==> src/rtl/tlc_pkg.sv <==
// Shared types and light encodings for the traffic-light controller.
// NIGHT_FLASH exists only when TLC_NIGHT_MODE_EN is defined.
package tlc_pkg;

   typedef enum logic [2:0] {
      NS_GREEN  = 3'd0,
      NS_YELLOW = 3'd1,
      ALL_RED1  = 3'd2,
      EW_GREEN  = 3'd3,
      EW_YELLOW = 3'd4,
      ALL_RED2  = 3'd5,
      PED_WALK  = 3'd6
`ifdef TLC_NIGHT_MODE_EN
      , NIGHT_FLASH = 3'd7
`endif
   } state_t;

   localparam logic [2:0] L_RED = 3'b100;
   localparam logic [2:0] L_YEL = 3'b010;
   localparam logic [2:0] L_GRN = 3'b001;
   localparam logic [2:0] L_OFF = 3'b000;

   function automatic int max4(input int a, input int b,
                               input int c, input int d);
      int m;
      m = a;
      if (b > m) m = b;
      if (c > m) m = c;
      if (d > m) m = d;
      return m;
   endfunction

endpackage

==> src/rtl/tick_edge_det.sv <==
// Turns the divider's slow_clk level into a one-cycle tick on each
// rising edge, sampled in the clk_in domain.
module tick_edge_det (
   input  logic clk_in,
   input  logic rst,
   input  logic slow_clk,
   output logic tick
);

   logic slow_q;

   always_ff @(posedge clk_in or posedge rst) begin
      if (rst) slow_q <= 1'b0;
      else     slow_q <= slow_clk;
   end

   assign tick = slow_clk & ~slow_q;

endmodule

==> src/rtl/traffic_light_fsm.sv <==
// NS/EW traffic-light controller with pedestrian phase.
// Optional night-flash mode: define TLC_NIGHT_MODE_EN.
module traffic_light_fsm
   import tlc_pkg::*;
#(
   parameter int GREEN_T  = 10,
   parameter int YELLOW_T = 4,
   parameter int RED_T    = 2,
   parameter int PED_T    = 8
) (
   input  logic       clk_in,
   input  logic       rst,
   input  logic       slow_clk,
   input  logic       ped_req,
   input  logic       night,
   output logic [2:0] ns_light,
   output logic [2:0] ew_light,
   output logic       walk
);

   localparam int MAXD = max4(GREEN_T, YELLOW_T, RED_T, PED_T);
   localparam int TW   = $clog2(MAXD) + 1;

   state_t          state, state_n;
   logic [TW-1:0]   timer, timer_n;
   logic            ped_pending, pend_n;
   logic            tick, advance;
   logic [2:0]      ns_n, ew_n;
   logic            walk_n;
   logic            flash, flash_n;

   function automatic logic [TW-1:0] load(input state_t s);
      logic [TW-1:0] v;
      v = TW'(RED_T - 1);
      case (s)
         NS_GREEN, EW_GREEN:   v = TW'(GREEN_T - 1);
         NS_YELLOW, EW_YELLOW: v = TW'(YELLOW_T - 1);
         PED_WALK:             v = TW'(PED_T - 1);
         default:              v = TW'(RED_T - 1);
      endcase
      return v;
   endfunction

   tick_edge_det u_tick (
      .clk_in   (clk_in),
      .rst      (rst),
      .slow_clk (slow_clk),
      .tick     (tick)
   );

`ifndef TLC_NIGHT_MODE_EN
   logic unused_night;
   assign unused_night = night;
`endif

   assign advance = tick && (timer == '0);

   always_comb begin
      state_n = state;
      timer_n = timer;
      flash_n = flash;
      pend_n  = ped_pending | ped_req;
      unique case (state)
         NS_GREEN:  if (advance) state_n = NS_YELLOW;
         NS_YELLOW: if (advance) state_n = ALL_RED1;
         ALL_RED1: begin
`ifdef TLC_NIGHT_MODE_EN
            if (tick && night) state_n = NIGHT_FLASH;
            else
`endif
            if (advance) state_n = EW_GREEN;
         end
         EW_GREEN:  if (advance) state_n = EW_YELLOW;
         EW_YELLOW: if (advance) state_n = ALL_RED2;
         ALL_RED2: begin
`ifdef TLC_NIGHT_MODE_EN
            if (tick && night) state_n = NIGHT_FLASH;
            else
`endif
            if (advance) state_n = ped_pending ? PED_WALK : NS_GREEN;
         end
         PED_WALK:  if (advance) state_n = NS_GREEN;
`ifdef TLC_NIGHT_MODE_EN
         NIGHT_FLASH: begin
            if (tick && !night) state_n = ALL_RED2;
            else if (tick)      flash_n = ~flash;
         end
`endif
         default:   state_n = ALL_RED2;
      endcase

      // Any state change (including illegal recovery) reloads the timer.
      if (state_n != state) begin
         timer_n = load(state_n);
         flash_n = 1'b1;
      end else if (tick && timer != '0) begin
         timer_n = timer - 1'b1;
      end

      // Request seen on the entry edge is absorbed by this walk.
      if (state_n == PED_WALK && state != PED_WALK) pend_n = 1'b0;

      ns_n   = L_RED;
      ew_n   = L_RED;
      walk_n = 1'b0;
      case (state_n)
         NS_GREEN:  ns_n = L_GRN;
         NS_YELLOW: ns_n = L_YEL;
         EW_GREEN:  ew_n = L_GRN;
         EW_YELLOW: ew_n = L_YEL;
         PED_WALK:  walk_n = 1'b1;
`ifdef TLC_NIGHT_MODE_EN
         NIGHT_FLASH: begin
            ns_n = flash_n ? L_YEL : L_OFF;
            ew_n = flash_n ? L_YEL : L_OFF;
         end
`endif
         default: ;
      endcase
   end

   always_ff @(posedge clk_in or posedge rst) begin
      if (rst) begin
         state       <= ALL_RED2;
         timer       <= TW'(RED_T - 1);
         ped_pending <= 1'b0;
         flash       <= 1'b0;
         ns_light    <= L_RED;
         ew_light    <= L_RED;
         walk        <= 1'b0;
      end else begin
         state       <= state_n;
         timer       <= timer_n;
         ped_pending <= pend_n;
         flash       <= flash_n;
         ns_light    <= ns_n;
         ew_light    <= ew_n;
         walk        <= walk_n;
      end
   end

endmodule

==> config.mk <==
export PLATFORM = sky130hd
export DESIGN_NAME = traffic_light_fsm
export DESIGN_NICKNAME = d
export VERILOG_FILES = /design/src/rtl/tlc_pkg.sv /design/src/rtl/tick_edge_det.sv /design/src/rtl/traffic_light_fsm.sv
export SDC_FILE = /design/constraint.sdc
export NUM_CORES = 1
export LEC_CHECK = 0
export CAP_MARGIN = 15
export CORE_ASPECT_RATIO = 1.2
export CORE_MARGIN = 4
export CORE_UTILIZATION = 50
export DETAILED_ROUTE_END_ITERATION = 8
export DONT_BUFFER_PORTS = 1
export HOLD_SLACK_MARGIN = 0.03
export PLACE_DENSITY_LB_ADDON = 0.2
export SYNTH_ARGS = -nofsm -noshare
export SYNTH_HDL_FRONTEND = slang
export SYNTH_SLANG_ARGS = --single-unit
==> constraint.sdc <==
create_clock -name clk_in -period 2.35 [get_ports clk_in]
set_clock_uncertainty 0.05 [all_clocks]
set_input_delay 0.47 -clock clk_in [delete_from_list [all_inputs] [get_ports clk_in]]
set_output_delay 0.47 -clock clk_in [all_outputs]
set_load 0.005 [all_outputs]
# --- After elaboration in Yosys (flattened, before gate mapping) ---
# Index checks and enable logic that the tools add are counted.
# W data, S select, Z words.
totals:
  romBits: 0
  out_inout_bits: 7
  ramBits: 0
  memories: 0
  elab_cells: 49
  latch_bits: 0
  ff_bits: 17
  input_bits: 5
op_classes:
  reduce_logical: 10
  n_bitwise: 3
  shifts: 0
  n_eq_ne: 12
  n_lt_le_gt_ge: 0
  n_addsub: 1
  div: 0
  mul: 0
  muxes: 16
ops:
  columns: ["op", "count"]
  rows:
  - ["$mux W3", 8]
  - ["$pmux W3 S7", 1]
  - ["$eq A3 B3 Y1 const B", 5]
  - ["$pmux W3 S2", 2]
  - ["$pmux W4 S3", 1]
  - ["$mux W5", 2]
  - ["$eq A3 B2 Y1 const B", 3]
  - ["$eq A3 B1 Y1 const B", 2]
  - ["$logic_not A3 Y1", 2]
  - ["$logic_not A5 Y1", 1]
  - ["$reduce_bool A5 Y1", 1]
  - ["$sub A5 B1 Y5 const B", 1]
  - ["$reduce_or A2 Y1", 2]
  - ["$logic_and A1 B1 Y1", 3]
  - ["$ne A3 B3 Y1", 1]
  - ["$ne A3 B3 Y1 const B", 1]
  - ["$mux W1", 2]
  - ["$reduce_bool A2 Y1", 1]
  - ["$and A1 B1 Y1", 1]
  - ["$not A1 Y1", 1]
  - ["$or A1 B1 Y1", 1]

# --- Logic depth before layout (Yosys ltp) ---
# Gate-level depths: netlist of run 1.
depth:
  ltp_word: 9
  depth_mapped: 7
  ltp_nobuf: 7

# --- By module ---
# Synthesis of run 1 repeated with hierarchy kept, for this count alone.
hier_totals:
  cells_unflattened: 81
  hier_area_um2: 869.6
by_module_without_submodules:
  columns: ["module", "seq_area_each_um2", "cells_per_inst", "n_inst", "area_per_inst_um2"]
  rows:
  - ["traffic_light_fsm", 406.6, 78, 1, 827.0]
  - ["tick_edge_det", 25.0, 3, 1, 42.5]

# --- Worst setup path after synthesis of run 1 ---
# OpenSTA, ideal clock, no wires.
synth_timing:
  path_type: "register to register"
  from: "reg timer[1]"
  to: "reg timer[3]"
  path_buffers: 0
  arrival_time_ns: 1.995
  t_required_ns: 2.171
  path_stages_with_launch: 8
  setup_ns: 0.129
  path_slack_ns: 0.176
  period_less_slack_ns: 2.174
  path_cell_list: "dfrtp_1 > inv_1 > ha_1 > or4b_4 > or4_4 > and2_4 > a41oi_1 > mux2i_1"
synth_via:
  elab_chain_cells: 8
  elab_cells_between_ends: 25
  classes_between: "add/sub: 1; eq/ne: 5; mux: 11; reduce/logical: 8"
synth_rtl:
  columns: ["element", "line_no", "text"]
  rows:
  - ["start: declaration", "traffic_light_fsm.sv:25", "logic [TW-1:0] timer, timer_n;"]
  - ["start signal: assignment", "traffic_light_fsm.sv:125", "timer <= TW'(RED_T - 1);"]
  - ["start signal: assignment", "traffic_light_fsm.sv:133", "timer <= timer_n;"]
  - ["$logic_not A5 Y1", "traffic_light_fsm.sv:56", "assign advance = tick && (timer == '0);"]
  - ["$logic_and A1 B1 Y1", "traffic_light_fsm.sv:56", null]
  - ["$mux W3 (tied with other cells)", "traffic_light_fsm.sv:82", "PED_WALK: if (advance) state_n = NS_GREEN;"]
  - ["$pmux W3 S7", "traffic_light_fsm.sv:63", "unique case (state)"]
  - ["$eq A3 B3 Y1 (tied with other cells)", "traffic_light_fsm.sv:35", "case (s)"]
  - ["$reduce_or A2 Y1", "traffic_light_fsm.sv:35", null]
  - ["$pmux W4 S3", "traffic_light_fsm.sv:35", null]
  - ["$mux W5", "traffic_light_fsm.sv:93", "if (state_n != state) begin"]
# Several ways; a longest one is shown, not always the timed one. The select of a mux whose other input is x is not followed.
# A chain may end at the register's enable or synchronous reset.

# --- Worst setup path in the final report of run 1 ---
layout_timing:
  from: "reg timer[0]"
  to: "reg timer[3]"
# The elaborated chain is that of the path after synthesis.

==> results of run 1 <==
-- through the flow --
| stage | hold WS (ps) | instances | util (%) | instance area, µm² | power [mW] |
|---|---|---|---|---|---|
| 2_1_floorplan | 342 | 83 | - | 843 | 0.664 |
| 3_3_place_gp | 409 | 106 | 55.7 | 903 | 0.744 |
| 3_5_place_dp | 425 | 106 | 55.7 | 903 | 0.755 |
| 4_1_cts | 105 | 110 | 57.4 | 931 | 0.913 |
| 5_1_grt | 113 | 110 | 58.5 | 948 | 0.986 |
| 6_report | 70.6 | 110 | 58.5 | 948 | 0.924 |
-- power breakdown --
group / switching (mW) / total (mW) / internal (mW)
sequential: 0.0644 / 0.451 / 0.386
clock: 0.0979 / 0.162 / 0.0636
combinational: 0.165 / 0.312 / 0.146
-- placed cells by master, fill, tap and decap left out, types with 3 or more instances in the layout --
| cell type | synthesis | final |
|---|---|---|
| dfstp_2 | 5 | 5 |
| nand2_1 | 9 | 9 |
| nand3_1 | 4 | 4 |
| dfrtp_1 | 12 | 12 |
| nor2_1 | 7 | 7 |
| inv_1 | 8 | 7 |
| buf_4 | 0 | 5 |
| clkbuf_4 | 0 | 3 |
| a21oi_1 | 4 | 3 |
-- cell families after synthesis --
family                   Yosys count  share of synthesized area, %
AND/OR/NAND/NOR                   35                          22.6
AO/OA/AOI/OAI                     17                          15.4
flip-flops                        17                          51.2
buffers and inverters              8                          3.56
XOR/XNOR                           3                          3.12
adder cells (fa/ha/maj)            2                          2.97
multiplexers                       1                          1.19
-- worst max path at each step --
stage / from / endpoint / cells past startpoint
global placement: timer[0] / timer[3] / 7
finish: timer[0] / timer[3] / 7
CTS: timer[1] / timer[3] / 7
floorplan: timer[1] / timer[3] / 7
detailed placement: timer[1] / timer[3] / 7
global route: timer[0] / timer[3] / 7
-- layer usage --
| layer | share of wire, % | vias up | GRT usage [%] |
|---|---|---|---|
| li1 | - | 317 | - |
| met1 | 48 | 296 | 19.7 |
| met2 | 47 | 8 | 23.3 |
| met3 | 2.6 | 5 | 2.04 |
| met4 | 2.2 | 0 | 7.32 |
| met5 | 0 | - | 0 |
-- state kept, by name, summed over array words and instances, names as in the netlist --
name           cells
timer              5
ew_light           3
ns_light           3
state              3
ped_pending        1
u_tick.slow_q      1
walk               1
-- synthesized netlist by cell type, types with 2 or more instances --
library cell / instances
a21oi_1: 4
and2_1: 2
dfrtp_1: 12
dfstp_2: 5
ha_1: 2
inv_1: 8
nand2_1: 9
nand3_1: 4
nor2_1: 7
nor2b_1: 2
nor3_1: 2
nor4_1: 2
o211ai_1: 2
o22a_1: 2
xor2_1: 2
-- layout make-up --
cell class / count / share of cell area, %
clock buffers: 3 / 2.37
clock inverters: 1 / 0.528
inverters: 8 / 3.17
multi-input cells: 58 / 42.1
flip-flops and latches: 17 / 45.5
well taps: 18 / 2.37
repair buffers: 5 / 3.96
-- worst max-delay path: cells and delay by family (launching register included) --
family                   cells  cell delay (ps)
flip-flops                   1              400
multiplexers                 1               90
AND/OR/NAND/NOR              3             1250
buffers and inverters        1               80
AO/OA/AOI/OAI                1              160
adder cells (fa/ha/maj)      1              160
-- repair_timing --
action / 4_1_cts / 5_1_grt
gates resized for setup: 1 / 4
setup endpoints to repair: 1 / 1
hold buffers: 0 / 0
endpoints found under the hold margin: 0 / 0
==> reports/results.txt, run 1 <==
Max Cap Viol: 0
sequential-to-total area share from yosys stat: 51.2%
dpl ws: 13.5 ps
synth warn: 0
clock root buffer master: clkbuf_4
Critical R2R Launch: timer[0]
antenna violations before repair: 0
overall routed net length: 1610 µm
# diodes: 0
Reg clk slew, reported paths: 100 ps
CP max-delay cell: or4_4
Critical Path, Cell by Cell: inv_1 > ha_1 > or4b_4 > or4_4 > and2_4 > a41oi_2 > mux2i_1
kind of critical path: flip-flop to flip-flop
dpl hpwl: 1200 µm
Synth Flop Type: dfrtp_1
max incr delay on CP: 540 ps
wire per inst: 14.6 µm
Starting Density: 52.0%
remaining global-route overflow: 0
Crit. End Element: flip-flop
r2r endpoint: timer[3]
Startpoint Class: flip-flop
storage element area: 432 µm²
setup slack, reg-to-reg: 70 ps
post-CTS setup buffers: 0
# setup viols final: 0
ys async rst share: 100%
Hold Crit Class: primary input to async pin
Pins Over Slew Limit: 0
Pwr Density: 974 nW/µm²
Synth Net Count: 90
worst-skew pair later-pin latency: 300 ps
Nets: 100
leading area contributor after synthesis: dfrtp_1
detailed-router iteration count before antenna repair: 4
clock sinks: 17
top-area cell type share of the netlist area: 35.6%
Overall Global Routing Usage: 14.9%
Slew headroom: 57.9%
post-synthesis cell count: 83
Buffers on Ports: 0
global-route wire length before repair: 2590 µm
ANT nets after route: 0
vias per cell: 5.69
outcome: complete, no violations
die width: 45.5 µm
row count: 16
Area growth, synth to finish: 12.5%
Clock Path Buffers: 2
syn_area_per_cell: 10.2 µm²
fin crit share: 96.9%
number of synthesized register bits: 17
via count: 626
TNS Setup: 0 ps
final worst slack: 72.4 ps
Initial DRC Count: 7
synth top area cells: dfrtp_1 (36%), dfstp_2 (16%), nand2_1 (4.0%)
vias in the first global route: 585
core box area: 1620 µm²
Peak supply drop: 0.440 mV
GP Congestion: 0.857
RSZ-0062 raised after global routing: true
fmax: 439 MHz
R2R cell count: 7
post-synth cell types: 33
# DRC: 0
Data required, critical path: 2490 ps
final-report hold violation count: 0
Ports: 12
minimum clock period: 2280 ps
multi-input logic area: 399 µm²
Mapped Area: 843 µm²
Post-synth EDFFs: 0
die height: 53.0 µm
CP arrival: 2420 ps
Max Fanout on Critical Path: 5
fraction of layout instances using a drive strength above 1: 25.0%
Die ar.: 2410 µm²
CTS tree: built
cts bufs inserted: 3
Leak: 0.424 nW
worst-margin pin slew: 630 ps
H-tree Lvls: 1
largest net degree at the start of global routing: 18
FILL cells: 140
Note: power is estimated with default switching activity, not from simulation.
==> inputs of run 2 (changes only) <==
==> constraint.sdc (replaced) <==
create_clock -name clk_in -period 1.8 [get_ports clk_in]
set_clock_uncertainty 0.05 [all_clocks]
set_input_delay 0.36 -clock clk_in [delete_from_list [all_inputs] [get_ports clk_in]]
set_output_delay 0.36 -clock clk_in [all_outputs]
set_load 0.005 [all_outputs]
==> reports/results.txt, run 2 (synthesis gave the netlist of run 1 again) <==
Pins Over Slew Limit: 0
wire per inst: 13.6 µm
most frequent cells in the layout: buf_4 (20), dfrtp_1 (12), nand2_1 (9)
TNS Setup: -2730 ps
overall routed net length: 1730 µm
# setup viols final: 14
placed inst area: 1040 µm²
GP Congestion: 0.818
vias in the first global route: 692
final-report hold violation count: 0
row count: 16
worst-skew pair later-pin latency: 290 ps
# diodes: 0
Hold Slack: 139 ps
global-route wire length before repair: 2890 µm
Initial DRC Count: 13
CP max-delay cell: or4b_4
Data required, critical path: 1930 ps
Most flops, register: timer
Ports: 12
Pwr Total: 1.38 mW
Slew headroom: 59.1%
Nets: 117
Overall Global Routing Usage: 17.0%
outcome: complete, but fails checks
Max Fanout on Critical Path: 5
remaining global-route overflow: 0
fraction of layout instances using a drive strength above 1: 40.4%
Worst path top cell family by delay: simple AND/OR/NAND/NOR gates
# DRC: 0
clock sinks: 17
wire length on met1: 718 µm
ANT nets after route: 0
Setup crit start: timer[0]
minimum clock period: 2100 ps
Die ar.: 2410 µm²
final worst slack: -302 ps
Pwr Density: 1230 nW/µm²
most common cell after layout, fill and taps aside: buf_4
Startpoint Class: flip-flop
fmax: 476 MHz
Final Util: 69.4%
cts bufs inserted: 3
clock root buffer master: clkbuf_4
worst-margin pin slew: 613 ps
WP buf/inv: 1
H-tree Lvls: 1
Clock Path Buffers: 2
die height: 53.0 µm
Largest register FFs: 5
max incr delay on CP: 500 ps
Post-Layout Cell Count: 127
vias per cell: 5.67
Max Cap Viol: 0
die width: 45.5 µm
kind of critical path: flip-flop to flip-flop
antenna violations before repair: 0
core box area: 1620 µm²
Hold Crit Class: primary input to flip-flop
Critical Path, Cell by Cell: inv_1 > ha_4 > or4b_4 > or4_4 > and2_4 > a41oi_2 > mux2i_1
Final Cell Area: 1120 µm²
RSZ-0062 raised after global routing: true
met2 wire length: 915 µm
Area growth, synth to finish: 33.4%
Starting Density: 52.0%
dpl hpwl: 1320 µm
Min-Delay Startpoint: ped_req
FILL cells: 111
Crit. End Element: flip-flop
largest net degree at the start of global routing: 18
CP arrival: 2240 ps
Critical R2R Launch: timer[0]
Reg clk slew, reported paths: 90 ps
fin crit share: 117%
Inst Count DP: 121
Leak: 0.502 nW
CTS tree: built
Peak supply drop: 0.800 mV
detailed-router iteration count before antenna repair: 3
dpl ws: -398 ps
metal3 WL: 50 µm
via count: 720
Buffers on Ports: 0
max layer used: met4
failing checks: negative setup slack
run 2: cell type report:
| cell class | instances | area, µm² | area share, % |
|---|---|---|---|
| Tap cell | 18 | 22.5 | 2.00 |
| Timing Repair Buffer | 22 | 170 | 15.1 |
| Inverter | 8 | 30.0 | 2.67 |
| Clock buffer | 4 | 26.3 | 2.34 |
| Sequential cell | 17 | 432 | 38.4 |
| Multi-Input combinational cell | 58 | 444 | 39.5 |
run 2: worst paths after layout:
kind	to	slack [ps]	cells past startpoint
worst max-delay path	timer[3]	-300	7
worst min-delay path	ped_pending	140	2
worst max register to register	timer[3]	-300	7
worst min register to register	timer[0]	530	2
max in group asynchronous	ped_pending	780	2
min in group asynchronous	ns_light[1]	520	2
run 2: repair_timing:
item / 4_1_cts / 5_1_grt
endpoints found under the setup margin: 14 / 15
hold buffers: 2 / 0
buffers inserted: 0 / 0
gates resized for setup: 6 / 4
gates cloned: 0 / 0
endpoints found under the hold margin: 13 / 0
pin swaps: 1 / 1
run 2: per-layer routing:
layer | track usage, % | up-vias
met3 | 3.06 | 5
met4 | 8.78 | 0
met1 | 18.7 | 349
met2 | 30.0 | 12
li1 | - | 354
met5 | 0 | -
run 2: power by group:
part	switching [mW]	leakage, nW	total, mW	internal, mW
logic	0.282	0.284	0.599	0.317
clock network	0.118	0.0150	0.204	0.0864
registers	0.0764	0.202	0.580	0.504
total	0.477	0.502	1.38	0.907
